<file path="src/rtl/div_pkg.sv">
// Shared types and constants for the iterative 16-bit restoring divider.
package div_pkg;

  typedef enum logic [1:0] {
    StIdle,
    StCalc,
    StFix,
    StDone
  } div_state_t;

  localparam int unsigned DivWidth   = 16;
  localparam int unsigned DivCntW    = $clog2(DivWidth + 1);
  localparam logic [15:0] DivDzQuot  = 16'hFFFF;
  localparam logic [15:0] DivMinNeg  = 16'h8000;

endpackage

</file>
<file path="src/rtl/div_step.sv">
// One combinational restoring-division step: shift in a dividend bit, trial-subtract the divisor.
module div_step
  import div_pkg::*;
#(
  parameter int unsigned WIDTH = DivWidth
) (
  input  logic [WIDTH-1:0] rem,
  input  logic             dvd_msb,
  input  logic [WIDTH-1:0] divisor,
  output logic [WIDTH-1:0] rem_next,
  output logic             q_bit
);

  logic [WIDTH:0] shifted;
  logic [WIDTH:0] trial;

  // rem < divisor on entry, so the 17-bit trial never aliases: bit WIDTH set means negative.
  always_comb begin
    shifted  = {rem, dvd_msb};
    trial    = shifted - {1'b0, divisor};
    q_bit    = ~trial[WIDTH];
    rem_next = q_bit ? trial[WIDTH-1:0] : shifted[WIDTH-1:0];
  end

endmodule

</file>
<file path="src/rtl/seq_divider16.sv">
// Iterative 16-bit divider with start/busy/done handshake.
// Signed operation is built only when DIV_SIGNED_EN is defined; otherwise all ops are unsigned.
module seq_divider16
  import div_pkg::*;
#(
  parameter int unsigned WIDTH = DivWidth
) (
  input  logic             clk,
  input  logic             rst,
  input  logic             start,
  input  logic             sign,
  input  logic [WIDTH-1:0] A,
  input  logic [WIDTH-1:0] B,
  output logic [WIDTH-1:0] Q,
  output logic [WIDTH-1:0] R,
  output logic             busy,
  output logic             done,
  output logic             dzFlag,
  output logic             overFlag
);

  div_state_t         state;
  logic [DivCntW-1:0] cnt_q;
  logic [WIDTH-1:0]   rem_q;
  logic [WIDTH-1:0]   dvd_q;
  logic [WIDTH-1:0]   dvs_q;
  logic               qneg_q, rneg_q, dz_q, ovf_q;

  logic [WIDTH-1:0]   a_mag, b_mag, rem_next, q_res, r_res;
  logic               q_neg, r_neg, ovf_hit, dz_hit, q_bit;

  // Operand conditioning at the accept edge.
  always_comb begin
    a_mag   = A;
    b_mag   = B;
    q_neg   = 1'b0;
    r_neg   = 1'b0;
    ovf_hit = 1'b0;
    dz_hit  = (B == '0);
`ifdef DIV_SIGNED_EN
    if (sign) begin
      a_mag   = A[WIDTH-1] ? -A : A;
      b_mag   = B[WIDTH-1] ? -B : B;
      q_neg   = A[WIDTH-1] ^ B[WIDTH-1];
      r_neg   = A[WIDTH-1];
      ovf_hit = (A == DivMinNeg) && (B == '1);
    end
`endif
  end

`ifndef DIV_SIGNED_EN
  logic unused_sign;
  assign unused_sign = sign;
`endif

  div_step #(
    .WIDTH(WIDTH)
  ) u_step (
    .rem     (rem_q),
    .dvd_msb (dvd_q[WIDTH-1]),
    .divisor (dvs_q),
    .rem_next(rem_next),
    .q_bit   (q_bit)
  );

  // Result selection for the FIX edge; the dz path parks the raw dividend in rem_q.
  always_comb begin
    q_res = dvd_q;
    r_res = rem_q;
    if (dz_q) begin
      q_res = DivDzQuot;
    end else if (ovf_q) begin
      q_res = DivMinNeg;
      r_res = '0;
    end else begin
      if (qneg_q) q_res = -dvd_q;
      if (rneg_q) r_res = -rem_q;
    end
  end

  always_ff @(posedge clk or posedge rst) begin
    if (rst) begin
      state    <= StIdle;
      cnt_q    <= '0;
      rem_q    <= '0;
      dvd_q    <= '0;
      dvs_q    <= '0;
      qneg_q   <= 1'b0;
      rneg_q   <= 1'b0;
      dz_q     <= 1'b0;
      ovf_q    <= 1'b0;
      Q        <= '0;
      R        <= '0;
      busy     <= 1'b0;
      done     <= 1'b0;
      dzFlag   <= 1'b0;
      overFlag <= 1'b0;
    end else begin
      done <= 1'b0;
      unique case (state)
        StIdle: begin
          if (start) begin
            busy   <= 1'b1;
            cnt_q  <= '0;
            dvd_q  <= a_mag;
            dvs_q  <= b_mag;
            qneg_q <= q_neg;
            rneg_q <= r_neg;
            dz_q   <= dz_hit;
            ovf_q  <= ovf_hit;
            rem_q  <= dz_hit ? A : '0;
            state  <= (dz_hit || ovf_hit) ? StFix : StCalc;
          end
        end
        StCalc: begin
          rem_q <= rem_next;
          dvd_q <= {dvd_q[WIDTH-2:0], q_bit};
          cnt_q <= cnt_q + 1'b1;
          if (cnt_q == DivCntW'(WIDTH - 1)) state <= StFix;
        end
        StFix: begin
          Q        <= q_res;
          R        <= r_res;
          dzFlag   <= dz_q;
          overFlag <= ovf_q;
          busy     <= 1'b0;
          done     <= 1'b1;
          state    <= StDone;
        end
        StDone: state <= StIdle;
        default: state <= StIdle;
      endcase
    end
  end

endmodule

</file>
<file path="config.mk">
export PLATFORM = sky130hd
export DESIGN_NAME = seq_divider16
export DESIGN_NICKNAME = d
export VERILOG_FILES = /design/src/rtl/div_pkg.sv /design/src/rtl/div_step.sv /design/src/rtl/seq_divider16.sv
export SDC_FILE = /design/constraint.sdc
export NUM_CORES = 1
export LEC_CHECK = 0
export CORE_UTILIZATION = 28
export DETAILED_ROUTE_END_ITERATION = 8
export REMOVE_ABC_BUFFERS = 1
export SYNTH_ARGS = -nofsm -noshare
export SYNTH_HDL_FRONTEND = slang
export SYNTH_SLANG_ARGS = --single-unit
</file>
<file path="constraint.sdc">
create_clock -name clk -period 3.2 [get_ports clk]
set_input_delay 0.48 -clock clk [delete_from_list [all_inputs] [get_ports clk]]
set_output_delay 0.48 -clock clk [all_outputs]
set_load 0.02 [all_outputs]
</file>
Word level (Yosys, flattened, before mapping)
Index checks and enable logic that the tools add are counted.

Register bits: 91. Input bits: 36. Output and inout bits: 36. Word-level logic and storage cells: 44.

$add $sub $neg: 2. Equal/unequal tests: 6. Mux-type cells: 16. Bitwise gates (word level): 1. Reductions and logical operators: 8.

Operators with widths (number): $mux 16 (5); $pmux 16 s2 (2); $sub 17x16->17 (1); $logic_not 16->1 (1); $pmux 5 s2 (1); $pmux 2 s4 (1); $reduce_and 2->1 (4); $mux 2 (3); $add 5x1->5 const B (1); $eq 5x4->1 const B (1); $mux 5 (1); $eq 2x2->1 const B (2); $ne 2x2->1 const B (2); $reduce_bool 2->1 (2); $eq 2x1->1 const B (1); $logic_not 2->1 (1); $mux 1 (2); $pmux 1 s2 (1); $not 1->1 (1).

Depth between registers and ports, before layout
Gate-level depths: netlist of the first run.

Word-level depth: 4. Gate-level depth with buffers: 11. Depth with buffers taken out: 10.

Cells and area by module
Synthesis of the first run repeated with hierarchy kept, for this count alone.

Cells, all modules: 483. Area total of the unflattened synthesis: 4934.7 um^2.

By module, submodules not included: seq_divider16 (times used 1, cells an instance 355, area an instance 3925.0 um^2, seq. area each 2277.2 um^2); div_step (times used 1, cells an instance 128, area an instance 1009.7 um^2, seq. area each 0.0 um^2).

Least setup slack after synthesis of the first run
Ideal clock, no wire load.

Path type: register -> register. Start: register dvd_q[15]. End: register rem_q[1]. Library setup time: 126 ps. Arrival time: 2269 ps. Required time: 3074 ps. Setup slack: 805 ps. Cell stages (with the launch flop): 11. Path buffers: 1. Period minus slack after synthesis: 2395 ps. Cells stage by stage: dfrtp_1 inv_1 ha_1 fa_1 nor2b_1 o31ai_2 a21bo_2 a211oi_2 buf_6 mux2i_1 a221o_1.

Longest elaborated chain between the ends: 3.

Ends and longest elaborated chain: start, declared (line seq_divider16.sv:25) `logic [WIDTH-1:0] dvd_q;`; start signal, assigned (line seq_divider16.sv:105) `dvd_q <= a_mag;`; start signal, assigned (line seq_divider16.sv:117) `dvd_q <= {dvd_q[WIDTH-2:0], q_bit};`; $sub 17x16->17 (line div_step.sv:20) `trial = shifted - {1'b0, divisor};`; $mux 16 (line div_step.sv:22) `rem_next = q_bit ? trial[WIDTH-1:0] : shifted[WIDTH-1:0];`; $pmux 16 s2 (line seq_divider16.sv:100) `unique case (state)`; end signal, assigned (line seq_divider16.sv:111) `rem_q <= dz_hit ? A : '0;`; end signal, assigned (line seq_divider16.sv:116) `rem_q <= rem_next;`; end, declared (line seq_divider16.sv:24) `logic [WIDTH-1:0] rem_q;`.

No other way between the ends. A chain may end at the register's enable or synchronous reset.

Worst setup path after layout of the first run
Start: register rem_q[10]. End: register rem_q[0].

Longest elaborated chain between the ends: 3.

Ends and longest elaborated chain (line): $sub 17x16->17 (div_step.sv:20); $mux 16 (div_step.sv:22); $pmux 16 s2 (seq_divider16.sv:100).

No other way between the ends.

==> impl_metrics.env, run 1 <==
export IMPL_via_per_inst=5.01
export IMPL_vias=4049
export IMPL_powerDensity_nw_per_um2=1130
export IMPL_p_leak_nw=2.75
export IMPL_ys_types=51
export IMPL_hp_class="reg -> reg"
export IMPL_outcome="finished, final reports clean"
export IMPL_drive_above_1_share_pct=11.5
export IMPL_ys_ff_latch=91
export IMPL_fin_area_sq_um=6310
export IMPL_die_area_sq_um=18500
export IMPL_coreArea_sq_um=17400
export IMPL_cts_sinks=91
export IMPL_ctsResizeCount=0
export IMPL_synth_area_leaders="dfrtp_1 45%, mux2_2 7.8%, o21ai_0 5.4%"
export IMPL_routed_wl_mm=12.4
export IMPL_gp_congestion=0.779
export IMPL_ys_seq_area_share_pct=45.2
export IMPL_grt_start_max_net_pins=59
export IMPL_end_kind="flip-flop"
export IMPL_fp_dieH_um=136
export IMPL_drtAntennaViolNets=0
export IMPL_cp_required_ns=3.46
export IMPL_switching_share_pct=41.9
export IMPL_fin_hold_ws_ns=0.506
export IMPL_track_usage_pct=14.3
export IMPL_antenna_cells=0
export IMPL_clkSlewWorstSetupHoldPaths_ns=0.07
export IMPL_grt_antenna_before_repair=0
export IMPL_net_switching_power_w=0.00300
export IMPL_critPathMaxFanout=21
export IMPL_grt_pass1_wl_mm=20.5
export IMPL_worst_setup_path_type="reg -> reg"
export IMPL_cp_endpoint="rem_q[0]"
export IMPL_r2r_slack_ns=0.50
export IMPL_first_global_vias=4158
export IMPL_cts_tree="built"
export IMPL_drc=0
export IMPL_post_synth_cell_area_avg_sq_um=9.66
export IMPL_nets=636
export IMPL_port_buffers=69
export IMPL_clock_tree_buffer_depth=2
export IMPL_yosys_most_used_dff="dfrtp_1"
export IMPL_cts_made_buffers=9
export IMPL_syn_area_sq_um=5030
export IMPL_yosys_area_top_type="dfrtp_1"
export IMPL_ctsHtreeMaxLevel=3
export IMPL_postCtsSetupBuffers=0
export IMPL_arrival_ns=2.96
export IMPL_post_route_period_util_pct=84.4
export IMPL_report_final_slew_viol_count=0
export IMPL_crit_path_start="rem_q[10]"
export IMPL_peakVddDrop_v=0.000395
export IMPL_timing_rr_start="rem_q[10]"
export IMPL_combPwrFrac_pct=53.8
export IMPL_grt_overflow=0
export IMPL_synth_edf_count=0
export IMPL_yosysWarningCount=0
export IMPL_place_area_sq_um=5970
export IMPL_area_growth_syn_to_layout_pct=25.4
export IMPL_synth_top_cell_area_share_pct=45.2
export IMPL_hold_violations=0
export IMPL_dr_pass1_iters=5
export IMPL_clk_latency_ns=0.35
export IMPL_initial_core_util_pct=28.9
export IMPL_cp_start_kind="flip-flop"
export IMPL_drt_initial_drc_count=268
export IMPL_rr_endpoint="rem_q[0]"
export IMPL_wl_per_cell_um=15.3
export IMPL_dieWidth_um=136
export IMPL_max_freq_mhz=370
export IMPL_tightest_slew_ns=1.15
export IMPL_async_flop_share_pct=100
export IMPL_rr_worst_depth=8
export IMPL_p_int_w=0.00416
export IMPL_maxSlewHeadroom_pct=22.7
export IMPL_finalClockSkew_ns=0.00834
export IMPL_period_minus_slack_ns=2.70
export IMPL_hold_buffers=0
export IMPL_pwr_share_clk_pct=17.0
export IMPL_seq_power_share_pct=29.2
export IMPL_maxCapViolCount=0
export IMPL_setup_viol=0
export IMPL_synthCells=521
export IMPL_final_util_pct=36.3
export IMPL_hpwl_mm=9.04
export IMPL_rsz0062_at_grt="false"
export IMPL_io_pins=72
export IMPL_num_rows=48
export IMPL_cts_root_buf="clkbuf_16"
## worst min-delay path by stage
stage | startpoint | end | slack [ns] | depth (start not counted)
6_report | R[14] | R[14] | 0.51 | 1
3_5_place_dp | dzFlag | dzFlag | 0.50 | 1
4_1_cts | dzFlag | dzFlag | 0.51 | 1
2_1_floorplan | cnt_q[3] | cnt_q[3] | 0.44 | 1
5_1_grt | dvs_q[2] | dvs_q[2] | 0.53 | 1
3_3_place_gp | cnt_q[3] | cnt_q[3] | 0.46 | 1
## kinds of logic after synthesis
logic type               count (synthesis)  share of synthesized area (%)
AO/OA/AOI/OAI                          144                           16.7
XOR/XNOR                                11                           1.91
adder cells (fa/ha/maj)                 22                           5.62
buffers and inverters                   59                           4.75
flip-flops                              91                           45.2
multiplexers                            61                           13.0
other                                    1                         0.0745
AND/OR/NAND/NOR                        132                           12.7
## layout by cell type (no fill, tap or decap), types with 8 or more instances in the layout
cell / count
nor2_1: 47
mux2_2: 35
inv_1: 25
ha_1: 20
a21oi_1: 50
nand3_1: 8
clkdlybuf4s50_1: 69
nand2_1: 36
dfrtp_1: 91
buf_4: 8
clkbuf_16: 9
o21ai_0: 54
and4_1: 14
mux2i_1: 26
## state kept, by name, indices dropped and copies added (netlist names)
signal,flops
dvd_q,16
dvs_q,16
rem_q,16
Q,16
R,16
cnt_q,5
done,1
busy,1
dz_q,1
state,2
dzFlag,1
## per-layer routing
| metal | global-route usage [%] | share of wire, % | vias up |
|---|---|---|---|
| met4 | 4.57 | 1.5 | 0 |
| met2 | 23.4 | 47 | 110 |
| met1 | 18.4 | 46 | 1945 |
| li1 | - | - | 1978 |
| met5 | 0 | 0 | - |
| met3 | 3.39 | 4.8 | 16 |
## power by group through the flow
stage	logic [W]	registers (W)	clock network [W]
2_1_floorplan	0.00246	0.00224	0
3_3_place_gp	0.00375	0.00210	0
3_5_place_dp	0.00385	0.00212	0
4_1_cts	0.00387	0.00210	0.00126
5_1_grt	0.00431	0.00217	0.00130
6_report	0.00385	0.00209	0.00122
## worst max-delay path, cell delays in order (launching register included)
cell	delay [ns]
dfrtp_1	0.45
ha_1	0.44
nand2_1	0.16
a211oi_1	0.27
a21bo_2	0.30
a211oi_2	0.27
buf_12	0.21
mux2_2	0.35
o221ai_1	0.13
## cell usage after synthesis, drive strengths merged, types with 2 or more instances
cell and number:
nor3 5, clkbuf 24, o211ai 3, o22ai 2
nor2 47, nor2b 6, a21oi 50, o21ai 57
xnor2 7, a211oi 4, nor4 5, o311ai 2
a221oi 2, o21a 3, nand3 8, and3 3
a21o 7, o31ai 2, mux2 35, or3 3
and4 14, buf 9, ha 21, inv 26
mux2i 26, nand2 36, xor2 4, dfrtp 91
and2 3
## area by class of cell
class / instances / area, sq um
clock buffer: 9 / 225
clock inverter: 7 / 116
fill: 1757 / 11100
inverter: 26 / 98.8
multi-input combinational: 371 / 2520
sequential: 91 / 2280
tap: 225 / 282
timing repair buffer: 79 / 791
## per-stage QoR
| step | instances | setup slack [ns] | setup TNS, ns | total power, W |
|---|---|---|---|---|
| final | 808 | 0.501 | 0 | 0.00716 |
| after detailed placement | 792 | 0.522 | 0 | 0.00596 |
| after CTS | 808 | 0.503 | 0 | 0.00723 |
| after global placement | 792 | 0.588 | 0 | 0.00585 |
| after floorplan | 488 | -0.112 | -0.112 | 0.00469 |
| after global routing | 808 | 0.377 | 0 | 0.00777 |
No activity file was read; power rests on OpenSTA's default activity.
==> run 2, diff against run 1 <==
==> constraint.sdc (replaced) <==
create_clock -name clk -period 2.8 [get_ports clk]
set_input_delay 0.42 -clock clk [delete_from_list [all_inputs] [get_ports clk]]
set_output_delay 0.42 -clock clk [all_outputs]
set_load 0.02 [all_outputs]
==> impl_metrics.env, run 2 (same netlist as run 1, synthesis figures left out) <==
export IMPL_outcome="finished, final reports clean"
export IMPL_grt_overflow=0
export IMPL_critPathMaxFanout=11
export IMPL_nFillCells=1745
export IMPL_routed_wl_mm=12.8
export IMPL_track_usage_pct=14.5
export IMPL_report_final_slew_viol_count=0
export IMPL_place_area_sq_um=6060
export IMPL_worst_path_largest_cell_delay_ns=0.43
export IMPL_end_kind="flip-flop"
export IMPL_grt_antenna_before_repair=0
export IMPL_dr_pass1_iters=4
export IMPL_hold_violations=0
export IMPL_first_global_vias=4120
export IMPL_cp_endpoint="rem_q[13]"
export IMPL_drive_above_1_share_pct=13.2
export IMPL_drc=0
export IMPL_antenna_cells=0
export IMPL_cp_required_ns=3.01
export IMPL_total_power_w=0.00811
export IMPL_die_area_sq_um=18500
export IMPL_maxCapViolCount=0
export IMPL_cts_sinks=91
export IMPL_setup_viol=0
export IMPL_max_freq_mhz=377
export IMPL_rr_worst_depth=11
export IMPL_cp_start_kind="flip-flop"
export IMPL_critPathBufInv=3
export IMPL_grt_start_max_net_pins=45
export IMPL_wl_per_cell_um=15.6
export IMPL_slowest_stage="fa_1"
export IMPL_rr_endpoint="rem_q[13]"
export IMPL_dp_cells=803
export IMPL_drt_initial_drc_count=251
export IMPL_path_common_cell="buf_4"
export IMPL_hpwl_mm=9.51
export IMPL_mostFrequentLayoutCells="91 x dfrtp_1, 69 x clkdlybuf4s50_1, 54 x o21ai_0"
export IMPL_crit_path_start="dvd_q[15]"
export IMPL_clock_tree_buffer_depth=2
export IMPL_initial_core_util_pct=28.9
export IMPL_cts_tree="built"
export IMPL_period_minus_slack_ns=2.65
export IMPL_cts_root_buf="clkbuf_16"
export IMPL_grt_pass1_wl_mm=20.5
export IMPL_multi_input_area_sq_um=2530
export IMPL_final_common_cell="dfrtp_1"
export IMPL_powerDensity_nw_per_um2=1280
export IMPL_fin_area_sq_um=6340
export IMPL_timing_rr_start="dvd_q[15]"
export IMPL_final_seq_area_sq_um=2280
export IMPL_fin_cells=818
export IMPL_hp_class="in -> async"
export IMPL_num_rows=48
export IMPL_clkSlewWorstSetupHoldPaths_ns=0.07
export IMPL_coreArea_sq_um=17400
export IMPL_finalClockSkew_ns=0.0118
export IMPL_ctsHtreeMaxLevel=3
export IMPL_via_per_inst=4.99
export IMPL_r2r_slack_ns=0.15
export IMPL_path_cells="inv_1, ha_1, fa_1, nor2b_2, o31ai_2, a21bo_2, a211oi_2, buf_4, buf_4, mux2i_1, o21ai_0"
export IMPL_p_leak_nw=2.78
export IMPL_drtAntennaViolNets=0
export IMPL_dieWidth_um=136
export IMPL_clk_latency_ns=0.35
export IMPL_port_buffers=69
export IMPL_crit_cells=11
export IMPL_cts_made_buffers=9
export IMPL_tightest_slew_ns=0.747
export IMPL_arrival_ns=2.87
export IMPL_vias=4084
export IMPL_nets=647
export IMPL_io_pins=72
export IMPL_gp_congestion=0.775
export IMPL_area_growth_syn_to_layout_pct=25.9
export IMPL_worst_setup_path_type="reg -> reg"
export IMPL_peakVddDrop_v=0.000405
export IMPL_fp_dieH_um=136
export IMPL_critPathTopFamily="adder cells"
export IMPL_maxSlewHeadroom_pct=50.2
export IMPL_post_route_period_util_pct=94.7
-- run 2: cell types whose count changed in the layout (fill, tap and decap cells not counted) --
cell,change
clkbuf_8,+2
nor2b_1,-1
nor2b_2,+1
bufinv_16,-3
o311ai_1,+1
o311ai_0,-1
buf_4,+11
-- run 2: power by group --
| part | leakage, nW | internal [W] | switching (W) | total (W) |
|---|---|---|---|---|
| combinational | 1.50 | 0.00207 | 0.00250 | 0.00457 |
| sequential | 1.15 | 0.00193 | 0.000465 | 0.00239 |
| clock | 0.137 | 0.000644 | 0.000505 | 0.00115 |
| total | 2.78 | 0.00464 | 0.00347 | 0.00811 |
-- run 2: worst min-delay path by stage --
stage / endpoint / slack [ns] / depth (start not counted)
floorplan: cnt_q[3] / 0.44 / 1
global placement: cnt_q[3] / 0.46 / 1
detailed placement: cnt_q[3] / 0.50 / 1
CTS: R[5] / 0.40 / 2
global route: R[4] / 0.43 / 2
finish: R[4] / 0.40 / 2
-- run 2: final cells by class --
cell class                 count  share of cell area [%]
timing repair buffer          90                    13.8
multi-input combinational    371                    39.9
sequential                    91                    35.9
inverter                      26                    1.56
clock inverter                 4                   0.415
tap                          225                    4.44
clock buffer                  11                    3.99
-- run 2: stage by stage --
stage          hold slack, ns  TNS (ns)  util [%]  setup WS, ns
6_report                0.398         0      36.4         0.149
5_1_grt                 0.431  -0.00862      36.4      -0.00862
4_1_cts                 0.401         0      36.4         0.122
3_5_place_dp            0.498         0      34.8         0.145
3_3_place_gp            0.460         0      34.8         0.212
2_1_floorplan           0.444     -9.78         -        -0.512
-- run 2: layer usage --
| layer | part of all wire (%) | GRT usage (%) | vias to the layer above |
|---|---|---|---|
| met2 | 49 | 24.9 | 96 |
| met1 | 45 | 18.1 | 1991 |
| met3 | 4.8 | 3.73 | 9 |
| met4 | 0.88 | 3.52 | 0 |
| met5 | 0 | 0 | - |
| li1 | - | - | 1988 |
-- run 2: what timing repair did --
item / 4_1_cts / 5_1_grt
endpoints found under the setup margin: 0 / 4
gates resized for setup: 0 / 2
setup buffers: 0 / 0
hold buffers: 0 / 0
